[src/rtl/fetch_pkg.sv]
// Shared types and constants for the instruction fetch unit.
// The fetch FSM state encoding, the canonical NOP, and small address/opcode helpers live here.
package fetch_pkg;

    localparam int XLEN = 32;

    // addi x0, x0, 0: what the output register shows before any fetch completes
    localparam logic [XLEN-1:0] NOP_INSTR = 32'h0000_0013;

    // Major opcode of the B-type conditional branches consumed downstream
    localparam logic [6:0] OPC_BRANCH = 7'b1100011;

    typedef enum logic [1:0] {
        IDLE,
        REQ,
        HOLD,
        ERR
    } fetch_state_t;

    // Word-aligned version of an address (instruction memory ignores the low bits)
    function automatic logic [XLEN-1:0] align_word(input logic [XLEN-1:0] addr);
        return {addr[XLEN-1:2], 2'b00};
    endfunction

    // True when an address is not on a 4-byte boundary
    function automatic logic is_misaligned(input logic [XLEN-1:0] addr);
        return addr[1:0] != 2'b00;
    endfunction

    // True when an instruction word is a conditional branch
    function automatic logic is_branch(input logic [XLEN-1:0] instr);
        return instr[6:0] == OPC_BRANCH;
    endfunction

endpackage

[src/rtl/instr_fetch_unit_if.sv]
// Bus bundle of the fetch unit: instruction-memory req/ack port, downstream
// valid/ready port and the redirect input from the branch stage.
// master = fetch unit side, slave = memory / downstream / branch stage side.
interface instr_fetch_unit_if;
    import fetch_pkg::*;

    logic            imem_req;
    logic [XLEN-1:0] imem_addr;
    logic            imem_ack;
    logic [XLEN-1:0] imem_rdata;

    logic            out_valid;
    logic            out_ready;
    logic [XLEN-1:0] out_pc;
    logic [XLEN-1:0] out_instr;

    logic            redirect_valid;
    logic [XLEN-1:0] redirect_pc;

    modport master (
        output imem_req,
        output imem_addr,
        input  imem_ack,
        input  imem_rdata,
        output out_valid,
        input  out_ready,
        output out_pc,
        output out_instr,
        input  redirect_valid,
        input  redirect_pc
    );

    modport slave (
        input  imem_req,
        input  imem_addr,
        output imem_ack,
        output imem_rdata,
        input  out_valid,
        output out_ready,
        input  out_pc,
        input  out_instr,
        output redirect_valid,
        output redirect_pc
    );

endinterface

[src/rtl/instr_fetch_unit.sv]
// Instruction fetch unit: owns the PC, fetches one word at a time over a
// req/ack memory port and presents {pc, instruction} downstream.
// Optional feature macro: FETCH_MISALIGN_CHECK_EN -- misaligned redirect
// targets (or a misaligned RESET_PC) park the unit in a sticky error state
// and expose misalign_err; without it the low PC bits are ignored on fetch.
module instr_fetch_unit
    import fetch_pkg::*;
#(
    parameter logic [XLEN-1:0] RESET_PC = 32'h0000_0000,
    parameter int unsigned     PC_STEP  = 4
) (
    input  logic               clk,
    input  logic               rst,
    instr_fetch_unit_if.master bus
`ifdef FETCH_MISALIGN_CHECK_EN
    ,
    output logic               misalign_err
`endif
);

    fetch_state_t    state_q, state_d;
    logic [XLEN-1:0] pc_q, pc_d;
    logic [XLEN-1:0] addr_q, addr_d;
    logic            kill_q, kill_d;
    logic [XLEN-1:0] out_pc_q, out_pc_d;
    logic [XLEN-1:0] out_instr_q, out_instr_d;

    logic [XLEN-1:0] pc_seq;
    logic            bad_start;
    logic            bad_redirect;

    // Sequential successor of the current PC; wraps modulo 2^32
    assign pc_seq = pc_q + PC_STEP[XLEN-1:0];

`ifdef FETCH_MISALIGN_CHECK_EN
    assign bad_start    = is_misaligned(pc_q);
    assign bad_redirect = bus.redirect_valid && is_misaligned(bus.redirect_pc);
    assign misalign_err = (state_q == ERR);
`else
    assign bad_start    = 1'b0;
    assign bad_redirect = 1'b0;
`endif

    assign bus.imem_req  = (state_q == REQ);
    assign bus.imem_addr = addr_q;
    assign bus.out_valid = (state_q == HOLD);
    assign bus.out_pc    = out_pc_q;
    assign bus.out_instr = out_instr_q;

    // Next-state logic: request issue, ack capture, kill of stale fetches and redirects.
    // addr_q is only reloaded when a new request starts, so the address of an
    // in-flight request stays put even after a redirect has moved the PC.
    always_comb begin
        state_d     = state_q;
        pc_d        = pc_q;
        addr_d      = addr_q;
        kill_d      = kill_q;
        out_pc_d    = out_pc_q;
        out_instr_d = out_instr_q;

        unique case (state_q)
            IDLE: begin
                if (bad_start) begin
                    state_d = ERR;
                end else begin
                    state_d = REQ;
                    addr_d  = align_word(pc_q);
                    kill_d  = 1'b0;
                end
            end

            REQ: begin
                if (bad_redirect) begin
                    state_d = ERR;
                    kill_d  = 1'b0;
                end else begin
                    if (bus.redirect_valid) begin
                        pc_d = bus.redirect_pc;
                    end
                    if (bus.imem_ack) begin
                        if (kill_q || bus.redirect_valid) begin
                            addr_d = align_word(pc_d);
                            kill_d = 1'b0;
                        end else begin
                            out_pc_d    = pc_q;
                            out_instr_d = bus.imem_rdata;
                            state_d     = HOLD;
                        end
                    end else if (bus.redirect_valid) begin
                        kill_d = 1'b1;
                    end
                end
            end

            HOLD: begin
                if (bad_redirect) begin
                    state_d = ERR;
                end else if (bus.redirect_valid) begin
                    pc_d    = bus.redirect_pc;
                    addr_d  = align_word(bus.redirect_pc);
                    state_d = REQ;
                end else if (bus.out_ready) begin
                    pc_d    = pc_seq;
                    addr_d  = align_word(pc_seq);
                    state_d = REQ;
                end
            end

            ERR: begin
                state_d = ERR;
            end

            default: begin
                state_d = IDLE;
            end
        endcase
    end

    // State, PC and output registers with synchronous reset
    always_ff @(posedge clk) begin
        if (rst) begin
            state_q     <= IDLE;
            pc_q        <= RESET_PC;
            addr_q      <= '0;
            kill_q      <= 1'b0;
            out_pc_q    <= '0;
            out_instr_q <= NOP_INSTR;
        end else begin
            state_q     <= state_d;
            pc_q        <= pc_d;
            addr_q      <= addr_d;
            kill_q      <= kill_d;
            out_pc_q    <= out_pc_d;
            out_instr_q <= out_instr_d;
        end
    end

endmodule
[src/flat_wrapper.sv]
// flat-port wrapper written by rule: the top's interface ports become plain ports
module instr_fetch_unit_flat import fetch_pkg::*;
#(
    parameter logic [XLEN-1:0] RESET_PC = 32'h0000_0000,
    parameter int unsigned     PC_STEP  = 4
)
  (clk, rst, bus_imem_req, bus_imem_addr, bus_imem_ack, bus_imem_rdata, bus_out_valid, bus_out_ready, bus_out_pc, bus_out_instr, bus_redirect_valid, bus_redirect_pc);
  instr_fetch_unit_if bus_i ();
  input  logic clk;
  input  logic rst;
  output wire logic [$bits(bus_i.imem_req)-1:0] bus_imem_req;
  output wire logic [$bits(bus_i.imem_addr)-1:0] bus_imem_addr;
  input wire logic [$bits(bus_i.imem_ack)-1:0] bus_imem_ack;
  input wire logic [$bits(bus_i.imem_rdata)-1:0] bus_imem_rdata;
  output wire logic [$bits(bus_i.out_valid)-1:0] bus_out_valid;
  input wire logic [$bits(bus_i.out_ready)-1:0] bus_out_ready;
  output wire logic [$bits(bus_i.out_pc)-1:0] bus_out_pc;
  output wire logic [$bits(bus_i.out_instr)-1:0] bus_out_instr;
  input wire logic [$bits(bus_i.redirect_valid)-1:0] bus_redirect_valid;
  input wire logic [$bits(bus_i.redirect_pc)-1:0] bus_redirect_pc;
  assign bus_imem_req = bus_i.imem_req;
  assign bus_imem_addr = bus_i.imem_addr;
  assign bus_i.imem_ack = bus_imem_ack;
  assign bus_i.imem_rdata = bus_imem_rdata;
  assign bus_out_valid = bus_i.out_valid;
  assign bus_i.out_ready = bus_out_ready;
  assign bus_out_pc = bus_i.out_pc;
  assign bus_out_instr = bus_i.out_instr;
  assign bus_i.redirect_valid = bus_redirect_valid;
  assign bus_i.redirect_pc = bus_redirect_pc;
  instr_fetch_unit #(.RESET_PC(RESET_PC), .PC_STEP(PC_STEP)) u_core (.clk(clk), .rst(rst), .bus(bus_i));
endmodule
[config.mk]
export PLATFORM = sky130hd
export DESIGN_NAME = instr_fetch_unit_flat
export DESIGN_NICKNAME = d
export VERILOG_FILES = /design/src/rtl/fetch_pkg.sv /design/src/rtl/instr_fetch_unit_if.sv /design/src/rtl/instr_fetch_unit.sv /design/src/flat_wrapper.sv
export SDC_FILE = /design/constraint.sdc
export NUM_CORES = 1
export LEC_CHECK = 0
export CAP_MARGIN = 20
export CORE_UTILIZATION = 45
export DETAILED_ROUTE_END_ITERATION = 12
export PLACE_DENSITY = 0.77
export SLEW_MARGIN = 20
export SYNTH_ARGS = -nofsm -noshare
export SYNTH_HDL_FRONTEND = slang
export SYNTH_SLANG_ARGS = --single-unit
[constraint.sdc]
create_clock -name clk -period 2.1 [get_ports clk]
set_input_delay 0.42 -clock clk [delete_from_list [all_inputs] [get_ports clk]]
set_output_delay 0.42 -clock clk [all_outputs]
set_load 0.02 [all_outputs]
==> results.py <==
metrics = {
    "clock_network": {
        "cts_sinks": 129,
        "ctsRootBufferMaster": "clkbuf_16",
        "ctsHoldBuffers": 0,
        "clk_pin_slew_worst_paths_ns": 0.06,
        "cts_inserted_buffers": 17,
        "clockBufferDepth": 2,
        "clock_latency_ns": 0.42,
        "cts_tree": "done",
        "h-tree-depth": 4,
    },
    "setup_path": {
        "cp_data_arrival_time_ns": 2.34,
        "critPathSlowestCell": "dfxtp_1",
        "worst_path_largest_cell_delay_ns": 0.35,
        "crit_required_ns": 2.40,
        "critPathLaunchType": "flop",
        "reg2reg_depth": 8,
        "crit_family": "buffers and inverters",
        "crit_chain": "inv_1 -> ha_1 -> inv_1 -> nor2_1 -> buf_4 -> a221o_1 -> o22ai_1 -> nor2_1",
        "endpoint_kind": "flop",
        "crit_fanout": 11,
        "path_depth": 8,
        "crit_buf_inv": 3,
        "worst-setup-path-type": "reg2reg",
    },
    "pwr": {
        "pwr-share-clk_pct": 30.9,
        "power.internal_w": 0.00615,
        "switching_power_w": 0.00338,
        "leakagePower_nw": 3.59,
        "fin_total_pwr_w": 0.00953,
        "switching_share_pct": 35.5,
        "pwr-share-seq_pct": 31.6,
        "powerDensity_nw_per_um2": 972,
        "max-vdd-ir-drop_v": 0.000646,
        "power_frac_comb_pct": 37.6,
    },
    "die": {
        "rows": 44,
        "fp.dieW_um": 124,
        "ioPinCount": 167,
        "die-area_um2": 15400,
        "die_h_um": 124,
        "initial_core_util_pct": 46.1,
        "core_um2": 14500,
    },
    "drt": {
        "dr.pass1.iters": 6,
        "drc": 0,
        "num_vias": 7688,
        "wl_per_cell_um": 17.6,
        "drtIter0Drc": 684,
        "drt-total-wl_um": 23100,
        "antenna_left": 0,
        "vias_per_cell": 5.84,
    },
    "sta": {
        "hold_ws_ns": 0.452,
        "drv_slew": 0,
        "worst_slew_pin_slew_ns": 0.572,
        "finalSetupViolCount": 0,
        "hold_violations": 0,
        "setup_ws_ns": 0.0621,
        "rsz0062_at_grt": "yes",
        "fmax_mhz": 491,
        "relSlewSlack_pct": 61.8,
        "period_share_pct": 97.0,
        "timing.final.crit_period_ns": 2.04,
        "clock_skew_ns": 0.00897,
    },
    "synth": {
        "synth_top_area_share_pct": 38.5,
        "synth_area_um2": 6700,
        "syn_inst": 915,
        "synth_compound_area_share_pct": 24.1,
        "synth_top_family_by_area": "simple AND/OR/NAND/NOR gates",
        "ys_seq_elements": 129,
        "synth_async_sr_flop_share_pct": 0,
        "synth-simple-area-share_pct": 28.2,
        "synth_edf_count": 0,
        "synth_top_cells_by_count": "nand2_1, dfxtp_1, a21oi_1",
        "ys_types": 67,
        "synth.yosys.warnings": 0,
        "ys_seq_area_share_pct": 38.5,
        "synth-main-ff-cell": "dfxtp_1",
        "synthAdderAreaFrac_pct": 1.12,
        "avgSynthCellArea_um2": 7.33,
        "synthTopCellsByArea": "dfxtp_1, nand2_1, a21oi_1",
        "synthMuxAreaShare_pct": 0.784,
        "yosysMostFrequentCell": "nand2_1",
        "synth_area_leader_cell": "dfxtp_1",
        "synth_xor_area_share_pct": 1.05,
    },
    "job": {
        "drv_cap": 0,
    },
    "global_routing": {
        "antenna_found_initial": 0,
        "grt_start_max_net_pins": 60,
        "grt.total_usage_pct": 30.0,
        "grt_pass1_vias": 7045,
        "grt_pass1_wl_um": 35400,
        "grt-ovfl-total": 0,
    },
    "worst_hold_path": {
        "worstHoldPathCells": 2,
        "hold_class": "reg2reg",
    },
    "place": {
        "dp.cells": 1282,
        "gp_congestion": 0.962,
        "hpwl_um": 16000,
        "port_buffers": 164,
        "dp_slack_ns": -0.193,
    },
    "layout": {
        "n_antenna_cell": 0,
        "instances_no_fill": 1317,
        "final_nets": 1195,
        "final_util_pct": 67.4,
        "area_growth_pct": 46.2,
        "drive_gt1_share_pct": 15.5,
    },
    "outcome": {
        "status": "complete, no violations",
    },
}
[routing by layer]
| metal | track usage, % | vias up | wire [um] |
|---|---|---|---|
| met5 | 0 | - | 0 |
| met4 | 12.5 | 0 | 671 |
| met3 | 7.88 | 49 | 2200 |
| met2 | 47.1 | 413 | 10600 |
| met1 | 38.7 | 3588 | 9630 |
| li1 | - | 3638 | - |
[layout make-up]
class,count,area [um2]
Fill cell,1236,4740
Multi-Input combinational cell,688,3790
Clock inverter,12,133
Tap cell,184,230
Inverter,11,41.3
Sequential cell,129,2580
Timing Repair Buffer,273,2560
Clock buffer,20,457
[placed cells by master, fill, tap and decap left out, types with 4 or more instances in the layout]
cell type and n:
a211oi_1 14, a21o_1 5, a21oi_1 124, a221o_1 5, a221oi_1 9, a22oi_1 5, a31oi_1 7, and3_1 6
buf_12 8, buf_4 99, clkbuf_16 17, clkdlybuf4s50_1 160, dfxtp_1 127, inv_1 10, nand2_1 195, nand2b_1 11
nand3_1 33, nand3b_1 10, nand4_1 15, nor2_1 67, nor2_2 4, nor3_1 20, nor4_1 6, o2111ai_1 4
o211ai_1 5, o21a_1 6, o21ai_0 40, o22ai_1 9, o31ai_1 9, o41ai_1 4, xnor2_1 8
[cells by family after synthesis]
logic type,Yosys count
AO/OA/AOI/OAI,266
XOR/XNOR,8
adder cells (fa/ha/maj),6
buffers and inverters,99
flip-flops,129
multiplexers,5
other,1
AND/OR/NAND/NOR,401
[power groups by stage]
stage / registers (W) / clock network, W / logic (W)
after CTS: 0.00300 / 0.00297 / 0.00350
after detailed placement: 0.00304 / 0 / 0.00348
after global routing: 0.00304 / 0.00310 / 0.00385
final: 0.00301 / 0.00294 / 0.00358
after floorplan: 0.00324 / 0 / 0.00167
after global placement: 0.00304 / 0 / 0.00342
[sequential cells by signal, indices dropped and copies added (netlist names)]
register / count
u_core.bus.imem_addr: 30
u_core.bus.out_instr: 32
u_core.bus.out_pc: 32
u_core.kill_q: 1
u_core.pc_q: 32
u_core.state_q: 2
[path summary, 6_finish.rpt]
check                              to                      from  slack, ns
max          u_core.bus.imem_addr[14]         u_core.state_q[0]       0.06
min          u_core.bus.out_instr[31]  u_core.bus.out_instr[31]       0.45
max reg2reg  u_core.bus.imem_addr[14]         u_core.state_q[0]       0.06
min reg2reg  u_core.bus.out_instr[31]  u_core.bus.out_instr[31]       0.45
[repair_timing]
item | 4_1_cts | 5_1_grt
setup buffers | 0 | 2
endpoints found under the setup margin | 6 | 30
hold endpoints to repair | 0 | 0
resized for setup | 5 | 13
pin swaps | 0 | 2
gates cloned | 0 | 1
[worst min-delay path: stages, from the launching register on]
cell	delay, ns
dfxtp_1	0.30
nand2_1	0.05
a21oi_1	0.05
[through the flow]
stage	TNS [ns]	area, um2
after global placement	-1.23	9120
final	0	9800
after global routing	-0.361	9800
after floorplan	0	6720
after detailed placement	-1.81	9120
after CTS	0	9720
(Power assumes the default switching activity.)
